--- src/rtl/tile_core_l15_bridge.sv ---
// tile_core_l15_bridge
//   Bridges a simple valid/ready core memory port to the OpenPiton L1.5
//   transducer interface. One request is outstanding at a time:
//   IDLE -> REQ (val held until header_ack) -> WAIT (for LOAD_RET/ST_ACK)
//   -> RESP (mem_ready pulse) -> IDLE.
//
//   Build option: define TILE_CORE_L15_BSWAP_EN to byte-reverse store and
//   load-return data within each 32-bit word (big-endian L1.5 side).
//
//   Ports
//     clk, rst                  clock, synchronous active-high reset
//     mem_*                     core side: valid/addr/wdata/wstrb in,
//                               ready pulse and rdata out
//     transducer_l15_*          request to L1.5 (val/rqtype/size/address/
//                               data/nc, remaining controls tied to 0),
//                               plus req_ack for consuming responses
//     l15_transducer_*          header_ack, response val/returntype/data_0
module tile_core_l15_bridge #(
   parameter int PHY_ADDR_WIDTH   = 40,
   parameter int NC_ADDR_BIT      = 31,
   parameter int L15_AMO_OP_WIDTH = 4
) (
   input  logic                        clk,
   input  logic                        rst,
   input  logic                        mem_valid,
   input  logic [31:0]                 mem_addr,
   input  logic [31:0]                 mem_wdata,
   input  logic [3:0]                  mem_wstrb,
   output logic                        mem_ready,
   output logic [31:0]                 mem_rdata,
   output logic                        transducer_l15_val,
   output logic [4:0]                  transducer_l15_rqtype,
   output logic [2:0]                  transducer_l15_size,
   output logic [PHY_ADDR_WIDTH-1:0]   transducer_l15_address,
   output logic [63:0]                 transducer_l15_data,
   output logic                        transducer_l15_nc,
   output logic [L15_AMO_OP_WIDTH-1:0] transducer_l15_amo_op,
   output logic                        transducer_l15_threadid,
   output logic                        transducer_l15_prefetch,
   output logic                        transducer_l15_invalidate_cacheline,
   output logic                        transducer_l15_blockstore,
   output logic                        transducer_l15_blockinitstore,
   output logic [1:0]                  transducer_l15_l1rplway,
   output logic [63:0]                 transducer_l15_data_next_entry,
   output logic [32:0]                 transducer_l15_csm_data,
   input  logic                        l15_transducer_header_ack,
   input  logic                        l15_transducer_val,
   input  logic [3:0]                  l15_transducer_returntype,
   input  logic [63:0]                 l15_transducer_data_0,
   output logic                        transducer_l15_req_ack
);

   typedef enum logic [1:0] {IDLE, REQ, WAIT, RESP} state_t;

   localparam logic [4:0] RQ_LOAD  = 5'b00000;
   localparam logic [4:0] RQ_STORE = 5'b00001;
   localparam logic [3:0] RT_LOAD  = 4'b0000;
   localparam logic [3:0] RT_STACK = 4'b0100;

   state_t                      state;
   logic [4:0]                  rqtype;
   logic [2:0]                  size;
   logic [PHY_ADDR_WIDTH-1:0]   address;
   logic                        nc;
   logic [31:0]                 wword;

   logic [2:0]                  size_next;
   logic [1:0]                  low_next;
   logic                        resp_hit;
   logic [31:0]                 ret_word;

   function automatic logic [31:0] lane(input logic [31:0] w);
`ifdef TILE_CORE_L15_BSWAP_EN
      return {w[7:0], w[15:8], w[23:16], w[31:24]};
`else
      return w;
`endif
   endfunction

   // Narrow stores only for the exact byte / aligned-halfword patterns;
   // everything else (loads, full word, sparse masks) goes out as a word.
   always_comb begin
      size_next = 3'b010;
      low_next  = 2'b00;
      case (mem_wstrb)
         4'b0001: begin size_next = 3'b000; low_next = 2'b00; end
         4'b0010: begin size_next = 3'b000; low_next = 2'b01; end
         4'b0100: begin size_next = 3'b000; low_next = 2'b10; end
         4'b1000: begin size_next = 3'b000; low_next = 2'b11; end
         4'b0011: begin size_next = 3'b001; low_next = 2'b00; end
         4'b1100: begin size_next = 3'b001; low_next = 2'b10; end
         default: begin size_next = 3'b010; low_next = 2'b00; end
      endcase
   end

   assign resp_hit = l15_transducer_val &&
                     (l15_transducer_returntype == RT_LOAD ||
                      l15_transducer_returntype == RT_STACK);

   // Address bit 2 clear selects the upper half of the returned doubleword.
   assign ret_word = address[2] ? l15_transducer_data_0[31:0]
                                : l15_transducer_data_0[63:32];

   always_ff @(posedge clk) begin
      if (rst) begin
         state              <= IDLE;
         transducer_l15_val <= 1'b0;
         mem_ready          <= 1'b0;
         mem_rdata          <= '0;
         rqtype             <= '0;
         size               <= '0;
         address            <= '0;
         nc                 <= 1'b0;
         wword              <= '0;
      end else begin
         case (state)
            IDLE: if (mem_valid) begin
               rqtype             <= (mem_wstrb == 4'b0000) ? RQ_LOAD : RQ_STORE;
               size               <= size_next;
               address            <= PHY_ADDR_WIDTH'({mem_addr[31:2], low_next});
               nc                 <= mem_addr[NC_ADDR_BIT];
               wword              <= lane(mem_wdata);
               transducer_l15_val <= 1'b1;
               state              <= REQ;
            end
            // A response landing with header_ack is dropped (acked only).
            REQ: if (l15_transducer_header_ack) begin
               transducer_l15_val <= 1'b0;
               state              <= WAIT;
            end
            WAIT: if (resp_hit) begin
               mem_ready <= 1'b1;
               mem_rdata <= (rqtype == RQ_LOAD) ? lane(ret_word) : 32'h0;
               state     <= RESP;
            end
            RESP: begin
               mem_ready <= 1'b0;
               state     <= IDLE;
            end
            default: state <= IDLE;
         endcase
      end
   end

   assign transducer_l15_rqtype               = rqtype;
   assign transducer_l15_size                 = size;
   assign transducer_l15_address              = address;
   assign transducer_l15_nc                   = nc;
   assign transducer_l15_data                 = {wword, wword};
   assign transducer_l15_req_ack              = l15_transducer_val;
   assign transducer_l15_amo_op               = '0;
   assign transducer_l15_threadid             = 1'b0;
   assign transducer_l15_prefetch             = 1'b0;
   assign transducer_l15_invalidate_cacheline = 1'b0;
   assign transducer_l15_blockstore           = 1'b0;
   assign transducer_l15_blockinitstore       = 1'b0;
   assign transducer_l15_l1rplway             = 2'b00;
   assign transducer_l15_data_next_entry      = 64'h0;
   assign transducer_l15_csm_data             = 33'h0;

endmodule

--- config.mk ---
export PLATFORM = sky130hd
export DESIGN_NAME = tile_core_l15_bridge
export DESIGN_NICKNAME = d
export VERILOG_FILES = /design/src/rtl/tile_core_l15_bridge.sv
export SDC_FILE = /design/constraint.sdc
export NUM_CORES = 1
export LEC_CHECK = 0
export ABC_AREA = 1
export BUFFER_PORTS_ARGS = -buffer_cell sky130_fd_sc_hd__buf_2
export CORE_AREA = 2 2 153 155
export DETAILED_ROUTE_END_ITERATION = 7
export DIE_AREA = 0 0 155 157
export RECOVER_POWER = 50
export SYNTH_ARGS = -nofsm -noshare
export SYNTH_HDL_FRONTEND = slang
export SYNTH_SLANG_ARGS = --single-unit
--- constraint.sdc ---
create_clock -name clk -period 1.6 [get_ports clk]
set_input_delay 0.16 -clock clk [delete_from_list [all_inputs] [get_ports clk]]
set_output_delay 0.16 -clock clk [all_outputs]
set_load 0.1 [all_outputs]
* Word level (Yosys, flattened, before mapping)
Index checks and enable logic that the tools add are counted.
W data, S select, Z words.
** Operators by class
- Shift operators :: 0
- Bitwise operators :: 0
- Equal/unequal tests :: 13
- Magnitude comparators :: 0
- Multipliers :: 0
- Div/mod/pow operators :: 0
- Muxes and demuxes :: 14
- Reductions and logical operators :: 16
- Add/sub/neg operators :: 0
** Operators by type and width (count)
- $mux W32 :: 2
- $eq A4 B2 Y1 const B :: 2
- $eq A4 B3 Y1 const B :: 2
- $eq A4 B4 Y1 const B :: 2
- $logic_not A4 Y1 :: 2
- $pmux W2 S4 :: 1
- $mux W2 :: 3
- $ne A2 B2 Y1 const B :: 3
- $pmux W2 S3 :: 1
- $reduce_and A2 Y1 :: 3
- $reduce_and A3 Y1 :: 2
- $logic_not A5 Y1 :: 1
- $eq A2 B2 Y1 const B :: 2
- $eq A4 B1 Y1 const B :: 1
- $mux W1 :: 4
- $pmux W1 S2 :: 2
- $pmux W2 S2 :: 1
- $reduce_bool A2 Y1 :: 2
- $reduce_or A2 Y1 :: 2
- $reduce_or A4 Y1 :: 1
- $eq A2 B1 Y1 const B :: 1
- $logic_not A2 Y1 :: 1
- $logic_and A1 B1 Y1 :: 1
- $logic_or A1 B1 Y1 :: 1
** Storage, ports and cells
- Bits in writable memories :: 0
- Register bits :: 109
- Memories :: 0
- Bits in latches :: 0
- Memory bits (read-only) :: 0
- Output and inout bits :: 256
- Word-level logic and storage cells :: 52

* Depth between registers and ports, before layout
Gate-level depths: netlist of the first run.
- Depth in word-level cells :: 5
- Depth in mapped cells :: 9

* Worst setup path before layout of the first run
OpenSTA, ideal clock, no wires.
- Path kind :: reg-to-reg
- From :: register address[2] (netlist: transducer_l15_address[2])
- To :: register mem_rdata[7]
- Cell stages (with the launch flop) :: 7
- Setup time :: 0.132 ns
- Arrival :: 1.656 ns
- Setup slack :: -0.188 ns
- Cells stage by stage :: dfxtp_1 > inv_2 > buf_4 > nor2_1 > nor2_1 > nand2_1 > a21oi_2
** Between the ends
- Cells in the longest elaborated chain, start to end :: 2
** Ends and longest elaborated chain
- start, declared :: line 63 : logic [PHY_ADDR_WIDTH-1:0] address;
- start signal, assigned :: line 120 : address <= PHY_ADDR_WIDTH'({mem_addr[31:2], low_next});
- $mux W32 :: line 101 : assign ret_word = address[2] ? l15_transducer_data_0[31:0]
- $mux W32 :: line 133 : mem_rdata <= (rqtype == RQ_LOAD) ? lane(ret_word) : 32'h0;
- end signal, assigned :: line 133
- end, declared :: line 30 : output logic [31:0] mem_rdata,
No other way between the ends.
A chain may end at the register's enable or synchronous reset.

* Worst setup path in the final report of the first run
- From :: register rqtype[0] (netlist: transducer_l15_rqtype[0])
- To :: output port transducer_l15_rqtype[0]
** RTL lines
- start, declared :: line 61 : logic [4:0] rqtype;
- start signal, assigned :: line 118 : rqtype <= (mem_wstrb == 4'b0000) ? RQ_LOAD : RQ_STORE;
- end, declared :: line 32 : output logic [4:0] transducer_l15_rqtype,
No word-level cell between the ends.

==> results.json, run 1 <==
{
  "critPathArrivalTime_ns": 1.35,
  "critical_path.top_delay_family": "flip-flops",
  "synth_top_area_share_pct": 37.2,
  "ys.flop_type": "dfxtp_1",
  "start_kind": "flip-flop",
  "worst_pin_slew_ns": 1.16,
  "rsz0062_at_grt": "no",
  "period_minus_slack_ns": 1.51,
  "setup_viol": 0,
  "dieHeight_um": 157,
  "ys_ff_latch": 103,
  "pre_cts_ws_ns": 0.0487,
  "coreArea_um2": 22500,
  "via_per_inst": 3.91,
  "hold_class": "in2reg",
  "cts_resized": 0,
  "start_util_pct": 24.6,
  "postCtsSetupBuffers": 0,
  "grt.total_usage_pct": 11.8,
  "synthCells": 782,
  "ant_nets": 0,
  "vias": 5109,
  "whs_path_depth": 3,
  "ys_types": 21,
  "power.leakage_uw": 0.00358,
  "ir_drop_mv": 1.02,
  "finalWirelength_mm": 15.2,
  "drive_above_1_share_pct": 32.4,
  "tns_ns": 0,
  "r2r_cells": 6,
  "cts.clk_slew.worst_paths_ns": 0.08,
  "r2r_end": "mem_rdata[5]$_SDFFE_PP0P_",
  "cts_buffer_depth": 2,
  "area_growth_pct": 24.4,
  "clk_latency_ns": 0.35,
  "synth_area_leader_cell": "dfxtp_1",
  "grt_pass1_vias": 4430,
  "ioPinCount": 397,
  "startpoint": "transducer_l15_rqtype[0]$_SDFFE_PP0P_",
  "root_buffer": "clkbuf_16",
  "slowest_stage": "dfxtp_2",
  "fp-row-count": 55,
  "status": "finished clean",
  "grt_max_degree": 57,
  "slew_headroom_pct": 23.2,
  "grt_overflow": 0,
  "cts_buffers": 9,
  "crit_required_ns": 1.44,
  "reg2reg_slack_ns": 0.18,
  "die_area_um2": 24300,
  "period_share_pct": 94.2,
  "path_max_fanout": 16,
  "critPathKind": "reg2out",
  "wl_per_cell_um": 11.7,
  "slew_violations": 0,
  "yosysWarnings": 0,
  "finalHoldViolCount": 0,
  "avgSynthCellArea_um2": 7.08,
  "drc": 0,
  "max_freq_ghz": 0.663,
  "r2r_start": "state[0]$_SDFFE_PP0P_",
  "crit_end": "transducer_l15_rqtype[0]",
  "cap_violations": 0,
  "critPathMaxStageDelay_ns": 0.51,
  "worst_slack_ns": 0.0925,
  "cts_tree": "done",
  "hold_ws_ns": 0.0514,
  "hold_buffers": 0,
  "syn_area_um2": 5540,
  "crit_chain": "buf_2",
  "powerDensity_nw_per_um2": 2210,
  "drt_pre_antenna_iters": 4,
  "ys_seq_area_share_pct": 37.2,
  "final_nets": 1161,
  "antenna_found_initial": 0,
  "htreeDepth": 3,
  "cp.depth": 1,
  "dieWidth_um": 155,
  "grt_pass1_wl_mm": 22.4,
  "place_hpwl_mm": 12.0,
  "gp_congestion": 0.808,
  "fin_skew_ns": 0.0115,
  "port_buffers": 272,
  "cp_num_buf_inv": 1,
  "synthArstFlopShare_pct": 0,
  "synth_edf_count": 0,
  "yosys.cell_count.top_type": "nor2_1",
  "antenna_cells": 0,
  "synthTopCellsByCount": "nor2_1 (210), buf_4 (163), dfxtp_1 (103), nand2_1 (97), o21ai_0 (79)",
  "drtIter0Drc": 258,
  "cp-end-kind": "output pin",
  "numClockSinks": 103,
  "ys_top_cells_by_area": "dfxtp_1 (37%), buf_4 (22%), nor2_1 (14%)"
}
## metal layers
| metal | routed length [um] | global-route usage, % | up-vias |
|---|---|---|---|
| met5 | 0 | 0 | - |
| met4 | 259 | 4.41 | 0 |
| met3 | 1250 | 3.61 | 16 |
| met2 | 7560 | 21.2 | 249 |
| met1 | 6160 | 13.0 | 2238 |
| li1 | - | - | 2606 |
## per-stage QoR
stage          utilization [%]  total power (uW)  instances  area [um2]
6_report                  30.6             15200       1305        6890
5_1_grt                   30.6             16000       1305        6890
4_1_cts                   30.6             15400       1305        6880
3_5_place_dp              29.1             12800       1289        6540
3_3_place_gp              29.1             12800       1289        6540
2_1_floorplan                -             12000        902        5990
## cell usage in the layout (no fill, tap or decap), types with 2 or more instances in the layout
cell type	instances
o21ai_0	79
nand2_1	96
inv_1	36
dfxtp_2	2
buf_2	156
inv_2	4
bufinv_16	2
dfxtp_1	101
clkbuf_16	9
ha_1	5
a21oi_2	9
buf_12	4
buf_4	18
nand3_1	4
nor2_1	210
nand3b_1	2
inv_6	2
nor2_2	2
o21ai_1	17
a21oi_1	17
clkbuf_2	115
conb_1	121
## state kept, by name, indices dropped and copies added, names as in the netlist
register                count
wword                      32
transducer_l15_rqtype       1
mem_ready                   1
transducer_l15_val          1
mem_rdata                  32
transducer_l15_nc           1
transducer_l15_size         2
state                       2
transducer_l15_address     31
## worst reg2reg max path, stage by stage (launching register included)
cell and delay [ns]:
dfxtp_1 0.36, inv_1 0.09, ha_1 0.25, nand3_2 0.11, buf_4 0.30, nand2_1 0.10, a21oi_1 0.15
## worst min-delay path by stage
stage	start	to	slack, ns
floorplan	rst	mem_rdata[24]$_SDFFE_PP0P_	0.23
global placement	mem_wdata[10]	wword[10]$_SDFFE_PP0P_	0.41
detailed placement	mem_wdata[26]	wword[26]$_SDFFE_PP0P_	0.41
CTS	mem_wdata[18]	wword[18]$_SDFFE_PP0P_	0.03
global route	mem_wdata[10]	wword[10]$_SDFFE_PP0P_	0.05
finish	mem_wdata[26]	wword[26]$_SDFFE_PP0P_	0.05
## cell type report
class / instances / area [um2]
Clock buffer: 9 / 225
Clock inverter: 7 / 113
Fill cell: 2515 / 15600
Inverter: 41 / 156
Multi-Input combinational cell: 565 / 2380
Sequential cell: 103 / 2060
Tap cell: 285 / 357
Timing Repair Buffer: 295 / 1590
## where the power goes
| part | switching (uW) | internal (uW) | leakage [uW] |
|---|---|---|---|
| logic | 7980 | 1290 | 0.00257 |
| clock network | 1080 | 1410 | 0.000161 |
| registers | 383 | 3080 | 0.000846 |
| total | 9440 | 5780 | 0.00358 |
## logic make-up after synthesis
family | share of synthesized area [%]
compound gates | 11.8
fa+ha+maj | 1.13
buf+inv | 28.0
flops | 37.2
other cells | 0.0677
simple gates | 21.9
(Power assumes the default switching activity.)
==> run 2, diff against run 1 <==
--- a/config.mk
+++ b/config.mk
@@ -5,7 +5,7 @@
 export SDC_FILE = /design/constraint.sdc
 export NUM_CORES = 1
 export LEC_CHECK = 0
-export ABC_AREA = 1
+export ABC_CLOCK_PERIOD_IN_PS = 1600
 export BUFFER_PORTS_ARGS = -buffer_cell sky130_fd_sc_hd__buf_2
 export CORE_AREA = 2 2 153 155
 export DETAILED_ROUTE_END_ITERATION = 7
==> run 2 against run 1 <==
Effect of this change:
- via count is 5.9% lower
- global-route usage is 0.10 points lower
- non-clock buffer count is 2 higher
- worst setup slack worse by 0.079 ns
- first-iteration DRC count is 23% lower
==> results.json, run 2 <==
{
  "grt.total_usage_pct": 11.7,
  "htreeDepth": 3,
  "cp-end-kind": "flip-flop",
  "slew_violations": 0,
  "drt_pre_antenna_iters": 4,
  "root_buffer": "clkbuf_16",
  "cts_tree": "done",
  "worst_pin_slew_ns": 1.17,
  "yosysWarnings": 0,
  "synthTopCellsByCount": "buf_4 (155), nand2_1 (128), dfxtp_1 (103), a21oi_1 (98), clkbuf_1 (36)",
  "antenna_found_initial": 1,
  "status": "finished clean",
  "cp.depth": 6,
  "numClockSinks": 103,
  "stdcell_count": 1182,
  "ant_nets": 0,
  "drc": 0,
  "area_growth_pct": 30.1,
  "coreArea_um2": 22500,
  "critical_path.top_delay_family": "simple AND/OR/NAND/NOR gates",
  "fp-row-count": 55,
  "die_area_um2": 24300,
  "fin_skew_ns": 0.00656,
  "crit_required_ns": 1.89,
  "cap_violations": 0,
  "path_max_fanout": 8,
  "placed_cells": 1163,
  "cts.clk_slew.worst_paths_ns": 0.07,
  "max_freq_ghz": 0.630,
  "setup_viol": 0,
  "grt_max_degree": 68,
  "period_minus_slack_ns": 1.59,
  "final_common_cell": "buf_2",
  "place_hpwl_mm": 11.4,
  "ioPinCount": 397,
  "power.leakage_uw": 0.00329,
  "synthCells": 666,
  "finalWirelength_mm": 15.5,
  "final_cell_mix": "buf_2 (167), nand2_1 (127), conb_1 (121)",
  "syn_area_um2": 5390,
  "dieHeight_um": 157,
  "start_kind": "flip-flop",
  "slowest_stage": "or4_1",
  "finalHoldViolCount": 0,
  "grt_pass1_vias": 4260,
  "slew_headroom_pct": 22.6,
  "drive_above_1_share_pct": 38.1,
  "clk_latency_ns": 0.35,
  "gp_congestion": 0.743,
  "cp_num_buf_inv": 3,
  "synth_top_area_share_pct": 38.2,
  "cts_buffers": 9,
  "powerDensity_nw_per_um2": 1850,
  "critPathMaxStageDelay_ns": 0.51,
  "whs_path_depth": 3,
  "ir_drop_mv": 0.888,
  "critPathKind": "reg2reg",
  "via_per_inst": 4.07,
  "ys.flop_type": "dfxtp_1",
  "ys_top_cells_by_area": "dfxtp_1 (38%), buf_4 (22%), a21oi_1 (9.1%)",
  "synth_area_leader_cell": "dfxtp_1",
  "r2r_cells": 6,
  "nFillCells": 2460,
  "rsz0062_at_grt": "yes",
  "drtIter0Drc": 198,
  "grt_pass1_wl_mm": 22.5,
  "ys_types": 32,
  "cts_buffer_depth": 2,
  "synthArstFlopShare_pct": 0,
  "ys_ff_latch": 103,
  "start_util_pct": 24.0,
  "critPathArrivalTime_ns": 1.87,
  "synth_edf_count": 0,
  "hold_class": "in2reg",
  "grt_overflow": 0,
  "period_share_pct": 99.1,
  "ys_seq_area_share_pct": 38.2,
  "wl_per_cell_um": 13.1,
  "avgSynthCellArea_um2": 8.10,
  "place_area_um2": 6530,
  "final_nets": 1038,
  "crit_chain": "inv_2 > ha_2 > inv_4 > clkbuf_16 > or4_1 > a21oi_1",
  "dieWidth_um": 155,
  "port_buffers": 272,
  "vias": 4807,
  "yosys.cell_count.top_type": "buf_4",
  "final_area_um2": 7020,
  "postCtsSetupBuffers": 0
}
## run 2: kinds of logic (layout without fill, tap and decap cells)
group                    after synthesis  after routing  share of synthesized area (%)
other                                  1            122                         0.0695
AND/OR/NAND/NOR                      175            175                           15.2
flip-flops                           103            103                           38.2
AO/OA/AOI/OAI                        141            141                           13.6
buffers and inverters                207            317                           25.5
multiplexers                          33             33                           6.13
XOR/XNOR                               1              1                          0.162
adder cells (fa/ha/maj)                5              5                           1.16
## run 2: path summary, 6_finish.rpt
| path | from | end | slack [ns] |
|---|---|---|---|
| hold / removal | mem_addr[12] | transducer_l15_address[12]$_SDFFE_PP0P_ | 0.04 |
| setup / recovery | state[0]$_SDFFE_PP0P_ | mem_rdata[5]$_SDFFE_PP0P_ | 0.01 |
| setup reg to reg | state[0]$_SDFFE_PP0P_ | mem_rdata[5]$_SDFFE_PP0P_ | 0.01 |
| hold reg to reg | transducer_l15_address[20]$_SDFFE_PP0P_ | transducer_l15_address[20]$_SDFFE_PP0P_ | 0.46 |
## run 2: cell type report
class,instances,area (um2),share of cell area [%]
tap,285,357,5.08
timing repair buffer,297,1740,24.8
multi-input combinational,476,2490,35.5
clock inverter,5,87.6,1.25
clock buffer,10,250,3.57
inverter,5,21.3,0.303
antenna,1,2.50,0.0357
sequential,103,2070,29.5
## run 2: metrics by stage
step	TNS, ns	hold WS, ns	utilization (%)	setup slack, ns	power [uW]
after CTS	0	0.0166	30.7	0.00332	13100
final	0	0.0371	31.2	0.0139	13000
after global placement	-2.67	0.398	29.0	-0.0940	10400
after floorplan	-1.05	0.286	-	-0.0374	9650
after detailed placement	-3.55	0.404	29.0	-0.139	10400
after global routing	-0.734	0.0279	31.2	-0.0437	13500
## run 2: worst reg2reg max path, stage by stage, from the launching register on
cell and delay (ns):
dfxtp_2 0.34, inv_2 0.08, ha_2 0.21, inv_4 0.07, clkbuf_16 0.17, or4_1 0.51, a21oi_1 0.15
## run 2: layer usage
| metal | GRT usage [%] | wire length, um | part of all wire [%] |
|---|---|---|---|
| met1 | 13.7 | 6450 | 42 |
| met2 | 20.5 | 7750 | 50 |
| met3 | 2.84 | 975 | 6.3 |
| met4 | 4.41 | 299 | 1.9 |
| met5 | 0 | 0 | 0 |
## run 2: power breakdown
group | total (uW) | internal, uW | switching [uW]
Clock | 2510 | 1480 | 1040
Combinational | 7240 | 1170 | 6070
Sequential | 3240 | 2930 | 311
Total | 13000 | 5570 | 7420
## run 2: repair_timing
action                                  in CTS  in global routing
cloned                                       1                  2
gates resized for setup                      4                 20
pin swaps                                    0                  8
hold buffers                                 0                  0
endpoints found under the setup margin       8                 32
==> run 3, diff against run 2 <==
==> constraint.sdc (replaced) <==
create_clock -name clk -period 1.6 [get_ports clk]
set_input_delay 0.16 -clock clk [delete_from_list [all_inputs] [get_ports clk]]
set_output_delay 0.16 -clock clk [all_outputs]
set_load 0.01 [all_outputs]
==> run 3 against run 2 <==
Effect of this change:
- register-to-register slack gained 0.05 ns
- first-iteration DRC count grew 7.1%
- worst setup slack gained 0.050 ns
- clock power shrank 15%
- largest power group is now registers
- sequential power shrank 2%
- combinational power shrank 63%
- core utilization shrank 1.4 points
- clock-buffer cell count shrank 1
- die area is the same
- via count is essentially flat
- clock skew grew 0.0069 ns
- wire length shrank 2.5%
- largest cell class unchanged
==> results.json, run 3 (synthesized netlist as in run 2, its figures left out) <==
{
  "status": "finished clean",
  "finalWirelength_mm": 15.1,
  "dieWidth_um": 155,
  "final_nets": 1035,
  "cap_violations": 0,
  "r2r_start": "state[0]$_SDFFE_PP0P_",
  "clk_latency_ns": 0.35,
  "setup_viol": 0,
  "postCtsSetupBuffers": 0,
  "grt_overflow": 0,
  "critPathMaxStageDelay_ns": 0.53,
  "start_util_pct": 24.0,
  "tns_ns": 0,
  "startpoint": "state[0]$_SDFFE_PP0P_",
  "crit_end": "mem_rdata[11]$_SDFFE_PP0P_",
  "antenna_cells": 0,
  "drc": 0,
  "fin_total_pwr_uw": 7940,
  "r2r_cells": 6,
  "cts.clk_slew.worst_paths_ns": 0.08,
  "ir_drop_mv": 0.384,
  "critPathKind": "reg2reg",
  "htreeDepth": 3,
  "max_freq_ghz": 0.651,
  "whs_path_depth": 3,
  "grt_max_degree": 68,
  "period_minus_slack_ns": 1.54,
  "ioPinCount": 397,
  "drt_pre_antenna_iters": 6,
  "die_area_um2": 24300,
  "fin_util_pct": 29.8,
  "worst_pin_slew_ns": 0.556,
  "cp-end-kind": "flip-flop",
  "wl_per_cell_um": 12.8,
  "cts_buffer_depth": 2,
  "port_buffers": 272,
  "crit_required_ns": 1.88,
  "slew_violations": 0,
  "cts_tree": "done",
  "numClockSinks": 103,
  "root_buffer": "clkbuf_16",
  "fp-row-count": 55,
  "gp_congestion": 0.772,
  "cts_buffers": 9,
  "critical_path.top_delay_family": "simple AND/OR/NAND/NOR gates",
  "grt_pass1_vias": 4118,
  "path_max_fanout": 17,
  "ant_nets": 0,
  "coreArea_um2": 22500,
  "start_kind": "flip-flop",
  "area_growth_pct": 24.3,
  "hold_buffers": 0,
  "place_hpwl_mm": 10.9,
  "dieHeight_um": 157,
  "crit_chain": "inv_2 > ha_4 > inv_4 > buf_12 > or4_1 > a21oi_2",
  "rsz0062_at_grt": "yes",
  "vias": 4803,
  "period_share_pct": 96.0,
  "cp_num_buf_inv": 3,
  "final_common_cell": "buf_2",
  "fin_skew_ns": 0.0135,
  "cp.depth": 6,
  "grt_pass1_wl_mm": 21.3,
  "hold_class": "in2reg",
  "via_per_inst": 4.08,
  "power.leakage_uw": 0.00282,
  "r2r_end": "mem_rdata[11]$_SDFFE_PP0P_",
  "drive_above_1_share_pct": 23.3,
  "slew_headroom_pct": 62.9,
  "slowest_stage": "or4_1",
  "final_cell_mix": "buf_2 (157), nand2_1 (127), conb_1 (121)",
  "nFillCells": 2508,
  "drtIter0Drc": 212,
  "critPathArrivalTime_ns": 1.82,
  "reg2reg_slack_ns": 0.06,
  "powerDensity_nw_per_um2": 1180,
  "grt.total_usage_pct": 10.9,
  "antenna_found_initial": 0,
  "finalHoldViolCount": 0
}
[run 3: layout make-up]
| cell class | count | area (um2) | area share (%) |
|---|---|---|---|
| multi-input combinational | 476 | 2440 | 36.4 |
| sequential | 103 | 2060 | 30.8 |
| timing repair buffer | 294 | 1540 | 22.9 |
| tap | 285 | 357 | 5.32 |
| clock buffer | 9 | 225 | 3.36 |
| clock inverter | 6 | 53.8 | 0.803 |
| inverter | 5 | 21.3 | 0.317 |
[run 3: stage by stage]
step	hold slack [ns]	instances	area, um2	worst slack [ns]
final	0.0369	1178	6700	0.0642
after CTS	0.0145	1175	6750	0.00559
after global placement	0.400	1160	6470	-0.0966
after global routing	0.0197	1178	6700	-0.0289
after floorplan	0.296	786	5880	-0.0374
after detailed placement	0.404	1160	6470	-0.130
[run 3: metal layers]
| layer | wire length, um | vias to the layer above | global-route usage [%] |
|---|---|---|---|
| met1 | 6280 | 2194 | 12.9 |
| met3 | 931 | 10 | 1.79 |
| met4 | 214 | 0 | 4.37 |
| met2 | 7660 | 200 | 19.5 |
| li1 | - | 2399 | - |
| met5 | 0 | - | 0 |
[run 3: worst min-delay path by stage]
| stage | from | endpoint | slack [ns] |
|---|---|---|---|
| after CTS | mem_addr[19] | transducer_l15_address[19]$_SDFFE_PP0P_ | 0.01 |
| after floorplan | mem_addr[10] | transducer_l15_address[10]$_SDFFE_PP0P_ | 0.30 |
| after detailed placement | mem_addr[19] | transducer_l15_address[19]$_SDFFE_PP0P_ | 0.40 |
| after global placement | mem_addr[2] | transducer_l15_address[2]$_SDFFE_PP0P_ | 0.40 |
| final | mem_addr[19] | transducer_l15_address[19]$_SDFFE_PP0P_ | 0.04 |
| after global routing | mem_wdata[29] | wword[29]$_SDFFE_PP0P_ | 0.02 |
[run 3: power breakdown]
group	leakage [uW]	internal, uW	switching (uW)
Combinational	0.00185	1040	1610
Clock	0.000128	1070	1050
Sequential	0.000841	2930	229
[run 3: worst register-to-register path: stages (launching register included)]
cell and delay (ns):
dfxtp_2 0.33, inv_2 0.10, ha_4 0.16, inv_4 0.06, buf_12 0.15, or4_1 0.54, a21oi_2 0.14
[run 3: timing repair]
item	CTS	global route
endpoints found under the hold margin	0	0
resized for setup	0	10
setup endpoints to repair	0	33
